==> src/rtl/ide_autoconfig_pkg.sv <==
// Shared definitions for the IDE board AUTOCONFIG responder: FSM state
// encoding, configuration register byte offsets and the config-space page.
package ide_autoconfig_pkg;

    typedef enum logic [1:0] {
        ST_UNCONF = 2'd0,
        ST_CONF   = 2'd1,
        ST_SHUTUP = 2'd2
    } state_e;

    // Zorro II configuration space lives in the $E8xxxx page
    localparam logic [7:0] CFG_PAGE = 8'hE8;

    // Byte offsets within the config page (ADDR[6:1] with A0 appended)
    localparam logic [6:0] OFF_TYPE    = 7'h00;
    localparam logic [6:0] OFF_PROD    = 7'h04;
    localparam logic [6:0] OFF_MANUF   = 7'h10;
    localparam logic [6:0] OFF_SERIAL  = 7'h18;
    localparam logic [6:0] OFF_ROMVEC  = 7'h28;
    localparam logic [6:0] OFF_BASE_HI = 7'h48;
    localparam logic [6:0] OFF_BASE_LO = 7'h4A;
    localparam logic [6:0] OFF_SHUTUP  = 7'h4C;

    // Every register except er_Type is presented to the bus inverted
    function automatic logic [3:0] inv_nib(input logic [3:0] n);
        return ~n;
    endfunction

endpackage

==> src/rtl/ide_autoconfig_rom.sv <==
// Combinational offset -> nibble lookup for the AUTOCONFIG register image.
// er_Type is served as-is; all other fields are inverted, high nibble first.
// Unimplemented offsets read as inverted zero (4'hF).
module ide_autoconfig_rom
    import ide_autoconfig_pkg::*;
#(
    parameter logic [15:0] MANUF_ID   = 16'h07DB,
    parameter logic [7:0]  PROD_ID    = 8'h05,
    parameter logic [31:0] SERIAL     = 32'h00000001,
    parameter logic [15:0] ROM_VECTOR = 16'h4000,
    parameter logic [7:0]  ER_TYPE    = 8'hD1
) (
    input  logic [6:0] offset,
    output logic [3:0] nibble
);

    // Register image lookup; the serial and ROM-vector slots carry the
    // most significant nibbles of their fields
    always_comb begin
        nibble = 4'hF;
        case (offset)
            OFF_TYPE:            nibble = ER_TYPE[7:4];
            OFF_TYPE   + 7'd2:   nibble = ER_TYPE[3:0];
            OFF_PROD:            nibble = inv_nib(PROD_ID[7:4]);
            OFF_PROD   + 7'd2:   nibble = inv_nib(PROD_ID[3:0]);
            OFF_MANUF:           nibble = inv_nib(MANUF_ID[15:12]);
            OFF_MANUF  + 7'd2:   nibble = inv_nib(MANUF_ID[11:8]);
            OFF_MANUF  + 7'd4:   nibble = inv_nib(MANUF_ID[7:4]);
            OFF_MANUF  + 7'd6:   nibble = inv_nib(MANUF_ID[3:0]);
            OFF_SERIAL:          nibble = inv_nib(SERIAL[31:28]);
            OFF_SERIAL + 7'd2:   nibble = inv_nib(SERIAL[27:24]);
            OFF_SERIAL + 7'd4:   nibble = inv_nib(SERIAL[23:20]);
            OFF_SERIAL + 7'd6:   nibble = inv_nib(SERIAL[19:16]);
            OFF_ROMVEC:          nibble = inv_nib(ROM_VECTOR[15:12]);
            OFF_ROMVEC + 7'd2:   nibble = inv_nib(ROM_VECTOR[11:8]);
            default:             nibble = 4'hF;
        endcase
    end

endmodule

==> src/rtl/ide_autoconfig.sv <==
// Zorro II AUTOCONFIG responder for the IDE board. Serves the config
// nibbles at $E8xxxx, takes the assigned 64K base (or shut-up), drives
// CFGOUT_n and, once configured, flags CPU cycles in the assigned window.
module ide_autoconfig
    import ide_autoconfig_pkg::*;
#(
    parameter logic [15:0] MANUF_ID   = 16'h07DB,
    parameter logic [7:0]  PROD_ID    = 8'h05,
    parameter logic [31:0] SERIAL     = 32'h00000001,
    parameter logic [15:0] ROM_VECTOR = 16'h4000,
    parameter logic [7:0]  ER_TYPE    = 8'hD1
) (
    input  logic        CLK,
    input  logic        RESET_n,
    input  logic [23:1] ADDR,
    input  logic [3:0]  DIN,
    input  logic        RW,
    input  logic        AS_n,
    input  logic        UDS_n,
    input  logic        LDS_n,
    input  logic        CFGIN_n,
    output logic [3:0]  DOUT,
    output logic        DOE,
    output logic        DTACK,
    output logic        CFGOUT_n,
    output logic        ide_access
);

    state_e      state_q, state_d;
    logic [7:0]  base_q, base_d;
    logic [3:0]  lo_nib_q, lo_nib_d;
    logic [3:0]  dout_q, dout_d;
    logic        cfgout_n_q, cfgout_n_d;
    logic        dtack_q, dtack_d;
    logic        write_done_q, write_done_d;
    logic        armed_q, armed_d;

    logic [6:0]  offset;
    logic [3:0]  rom_nib;
    logic        cfg_sel;
    logic        wr_en;
    logic        wr_base_hi;
    logic        wr_base_lo;
    logic        wr_shutup;
    logic        cyc_clr_n;
    logic        unused_addr;

    assign offset      = {ADDR[6:1], 1'b0};
    assign unused_addr = ^ADDR[15:7];

    // Per-bus-cycle flops are cleared whenever the strobe is released
    assign cyc_clr_n = RESET_n & ~AS_n;

    ide_autoconfig_rom #(
        .MANUF_ID   (MANUF_ID),
        .PROD_ID    (PROD_ID),
        .SERIAL     (SERIAL),
        .ROM_VECTOR (ROM_VECTOR),
        .ER_TYPE    (ER_TYPE)
    ) u_rom (
        .offset (offset),
        .nibble (rom_nib)
    );

    // FSM state register
    always_ff @(posedge CLK or negedge RESET_n) begin
        if (!RESET_n) state_q <= ST_UNCONF;
        else          state_q <= state_d;
    end

    // FSM next state: leave UNCONF on a base-high or shut-up write, then stay
    always_comb begin
        state_d = state_q;
        case (state_q)
            ST_UNCONF: begin
                if (wr_base_hi)     state_d = ST_CONF;
                else if (wr_shutup) state_d = ST_SHUTUP;
            end
            default:   state_d = state_q;
        endcase
    end

    // FSM outputs: config-space select, bus drive enable and window decode
    always_comb begin
        cfg_sel    = (state_q == ST_UNCONF) && !CFGIN_n && !AS_n &&
                     (ADDR[23:16] == CFG_PAGE);
        DOE        = cfg_sel && RW;
        ide_access = (state_q == ST_CONF) && !AS_n && (ADDR[23:16] == base_q);
    end

    // Write qualification: one write per bus cycle, only from an armed cycle
    always_comb begin
        wr_en      = cfg_sel && armed_q && !RW && (!UDS_n || !LDS_n) && !write_done_q;
        wr_base_hi = wr_en && (offset == OFF_BASE_HI);
        wr_base_lo = wr_en && (offset == OFF_BASE_LO);
        wr_shutup  = wr_en && (offset == OFF_SHUTUP);
    end

    // Next values for the configuration registers, read data and cycle flags.
    // armed_q blocks a cycle that was already in flight across a reset.
    always_comb begin
        lo_nib_d     = wr_base_lo ? DIN : lo_nib_q;
        base_d       = wr_base_hi ? {DIN, lo_nib_q} : base_q;
        cfgout_n_d   = cfgout_n_q && !(wr_base_hi || wr_shutup);
        dout_d       = rom_nib;
        armed_d      = armed_q || AS_n;
        dtack_d      = dtack_q || (cfg_sel && armed_q);
        write_done_d = write_done_q || wr_en;
    end

    // Configuration registers and registered read data
    always_ff @(posedge CLK or negedge RESET_n) begin
        if (!RESET_n) begin
            base_q     <= 8'h00;
            lo_nib_q   <= 4'h0;
            dout_q     <= 4'h0;
            cfgout_n_q <= 1'b1;
            armed_q    <= 1'b0;
        end else begin
            base_q     <= base_d;
            lo_nib_q   <= lo_nib_d;
            dout_q     <= dout_d;
            cfgout_n_q <= cfgout_n_d;
            armed_q    <= armed_d;
        end
    end

    // Per-cycle acknowledge and write-once flags, dropped as AS_n rises
    always_ff @(posedge CLK or negedge cyc_clr_n) begin
        if (!cyc_clr_n) begin
            dtack_q      <= 1'b0;
            write_done_q <= 1'b0;
        end else begin
            dtack_q      <= dtack_d;
            write_done_q <= write_done_d;
        end
    end

    assign DOUT     = dout_q;
    assign DTACK    = dtack_q;
    assign CFGOUT_n = cfgout_n_q;

endmodule

==> config.mk <==
export PLATFORM = sky130hd
export DESIGN_NAME = ide_autoconfig
export DESIGN_NICKNAME = d
export VERILOG_FILES = /design/src/rtl/ide_autoconfig_pkg.sv /design/src/rtl/ide_autoconfig_rom.sv /design/src/rtl/ide_autoconfig.sv
export SDC_FILE = /design/constraint.sdc
export NUM_CORES = 1
export LEC_CHECK = 0
export BUFFER_PORTS_ARGS = -buffer_cell sky130_fd_sc_hd__buf_2
export CORE_ASPECT_RATIO = 0.8
export CORE_MARGIN = 2
export CORE_UTILIZATION = 51
export DETAILED_ROUTE_END_ITERATION = 10
export PLACE_DENSITY = 0.86
export SYNTH_ARGS = -nofsm -noshare
export SYNTH_HDL_FRONTEND = slang
export SYNTH_HIERARCHICAL = 1
export SYNTH_SLANG_ARGS = --single-unit
==> constraint.sdc <==
create_clock -name CLK -period 4.7 [get_ports CLK]
set_input_delay 0 -clock CLK [delete_from_list [all_inputs] [get_ports CLK]]
set_output_delay 0 -clock CLK [all_outputs]
set_load 0.1 [all_outputs]
==> impl_metrics.py <==
metrics = {
    "clock_tree": {
        "post-cts-setup-buffers": 0,
        "insertion_delay_ns": 0.31,
        "cts_tree": "yes",
        "cts.path.max_buffers": 2,
        "cts-root-buf": "clkbuf_4",
        "htree_num_levels": 1,
        "numCtsBuffers": 3,
        "clkTransAtPathRegs_ns": 0.11,
        "cts.sinks": 22,
    },
    "critical_path": {
        "rrSetupSlack_ns": 2.66,
        "slowest_stage": "nor3_4",
        "arrival_ns": 2.24,
        "path_depth": 4,
        "cpPeakStageDelay_ns": 0.56,
        "path_delay_family": "simple AND/OR/NAND/NOR gates",
        "crit_path_end": "base_q[0]",
        "reg2reg_depth": 4,
        "cp-start-kind": "register",
        "critPathMaxFanout": 9,
        "critPathKind": "reg -> reg",
        "r2r_start": "state_q[1]",
        "cp.buffers_inverters": 0,
        "cp-startpoint": "state_q[1]",
        "crit_chain": "nor4_4 -> nand4_4 -> nor3_4 -> mux2_4",
        "end_kind": "register",
        "crit_required_ns": 4.90,
        "timing.rr.end": "base_q[0]",
    },
    "sta": {
        "tightestPinTransition_ns": 0.594,
        "fin_tns_setup_ns": 0,
        "final_max_slew_viol_count": 0,
        "finalHoldViolations": 0,
        "hold_ws_ns": 0.0322,
        "fmax_ghz": 0.490,
        "slew_headroom_pct": 60.2,
        "rsz0062_at_grt": "false",
        "min_period_over_period_pct": 43.4,
        "fin_crit_ns": 2.04,
        "fin_ws_ns": 2.66,
        "clock_skew_ns": 0.00509,
        "setup_viol": 0,
    },
    "synthesis": {
        "synthesis.area_um2": 1130,
        "seq_area_frac_synth_pct": 48.7,
        "synth_edf_count": 0,
        "synth.area.top_cells": "dfrtp_1 46%, mux2_4 11%, mux2_2 4.0%",
        "netlist_instances": 86,
        "synth_top_area_share_pct": 46.4,
        "yosys_warnings": 6,
        "synth_ff_type": "dfrtp_1",
        "synth_cell_types": 36,
        "async_reset_ff_share_pct": 100,
        "synth_top_area_cell": "dfrtp_1",
        "syn_area_per_cell_um2": 13.2,
        "synth-seq-cells": 22,
    },
    "floorplan": {
        "die_width_um": 56.7,
        "die_y_um": 46.2,
        "design.die.area_um2": 2620,
        "fp.coreArea_um2": 2120,
        "start_util_pct": 53.5,
        "rows": 15,
        "num_io_pins": 42,
    },
    "cells_and_area": {
        "diodes": 0,
        "post-route-cell-area_um2": 1460,
        "final_cell_mix": "32 x buf_2, 21 x dfrtp_1, 10 x nand2_1, 10 x dlygate4sd3_1, 8 x mux2_4",
        "syn2layout_area_growth_pct": 28.4,
        "drive_gt1_share_pct": 43.6,
        "fin_nets": 168,
        "final_common_cell": "buf_2",
    },
    "route": {
        "ant_nets": 0,
        "drtIter0Drc": 7,
        "drc_errors": 0,
        "finalWirelength_um": 2470,
        "via_per_inst": 5.34,
        "vias": 843,
        "drt_first_pass_iters": 5,
        "wl_per_cell_um": 15.6,
    },
    "placed_design": {
        "port_buffers": 32,
        "dp_hpwl_um": 1720,
        "finalWeightedCongestion": 0.870,
        "pre_cts_slack_ns": 2.67,
        "dpl_cell_area_um2": 1330,
    },
    "job": {
        "cap_viol_max_count": 0,
    },
    "power_and_ir_drop": {
        "peakVddDrop_mv": 0.213,
        "p_per_area_nw_per_um2": 222,
        "p_total_uw": 323,
        "p_leak_uw": 0.000691,
    },
    "hold_path": {
        "holdCritPathClass": "in -> reg",
        "min_path_cells": 3,
        "holdCritStartpoint": "ADDR[2]",
    },
    "global_route": {
        "grt_remaining_overflow": 0,
        "grt_pass1_wl_um": 3810,
        "grt_max_degree": 22,
        "antenna_found_initial": 0,
        "grt_pass1_vias": 810,
        "track_usage_pct": 20.1,
    },
    "run_status": {
        "outcome": "completed",
    },
}
power breakdown:
group / leakage [µW] / internal [µW] / switching [µW]
clock: 0.0000150 / 33.2 / 54.1
sequential: 0.000273 / 190 / 0.114
combinational: 0.000403 / 19.6 / 26.7
layer usage:
metal  routed length (µm)  GRT usage [%]
met5                    0              0
met4                   48           7.62
met3                   92           6.46
met2                 1300           34.7
met1                 1030           24.2
cell families after synthesis:
| group | count (synthesis) | share of synthesized area [%] |
|---|---|---|
| AO/OA/AOI/OAI | 7 | 4.64 |
| XOR/XNOR | 9 | 6.95 |
| buffers and inverters | 1 | 0.331 |
| flip-flops | 22 | 48.7 |
| multiplexers | 12 | 14.6 |
| other | 1 | 0.331 |
| AND/OR/NAND/NOR | 34 | 24.5 |
synthesized netlist by cell type, types with 2 or more instances:
| master | n |
|---|---|
| dfrtp_1 | 21 |
| mux2_2 | 4 |
| o21ai_0 | 2 |
| xor2_1 | 4 |
| nand2_1 | 10 |
| nor4_4 | 2 |
| nor4_1 | 3 |
| xnor2_1 | 5 |
| mux2_4 | 8 |
registers in the layout (all words and copies together) (netlist names):
| signal | count |
|---|---|
| DTACK | 1 |
| CFGOUT_n | 1 |
| armed_q | 1 |
| state_q | 2 |
| write_done_q | 1 |
| lo_nib_q | 4 |
| DOUT | 4 |
| base_q | 8 |
worst min-delay path by stage:
stage	end
after floorplan	DOUT[0]
after global placement	lo_nib_q[3]
after detailed placement	lo_nib_q[3]
after CTS	DOUT[2]
after global routing	DOUT[1]
final	DOUT[1]
what timing repair did:
item | in CTS | in global routing
hold buffers | 9 | 1
gates resized for setup | 0 | 0
endpoints found under the hold margin | 34 | 1
cell type report:
| class | instances | area [µm²] |
|---|---|---|
| clock buffers | 4 | 26.3 |
| fillers | 157 | 666 |
| inverters | 1 | 3.75 |
| multi-input cells | 64 | 582 |
| flip-flops and latches | 22 | 552 |
| well taps | 25 | 31.3 |
| repair buffers | 42 | 260 |
worst register-to-register path, delay by kind of cell, from the launching register on:
kind             cells  cell delay, ns
AND/OR/NAND/NOR      3            1.14
flip-flops           1            0.44
multiplexers         1            0.36
through the flow:
step | util (%) | cells
5_1_grt | 68.6 | 158
4_1_cts | 68.1 | 157
2_1_floorplan | - | 87
3_3_place_gp | 62.7 | 144
6_report | 68.6 | 158
3_5_place_dp | 62.7 | 144
(Power assumes the default switching activity.)
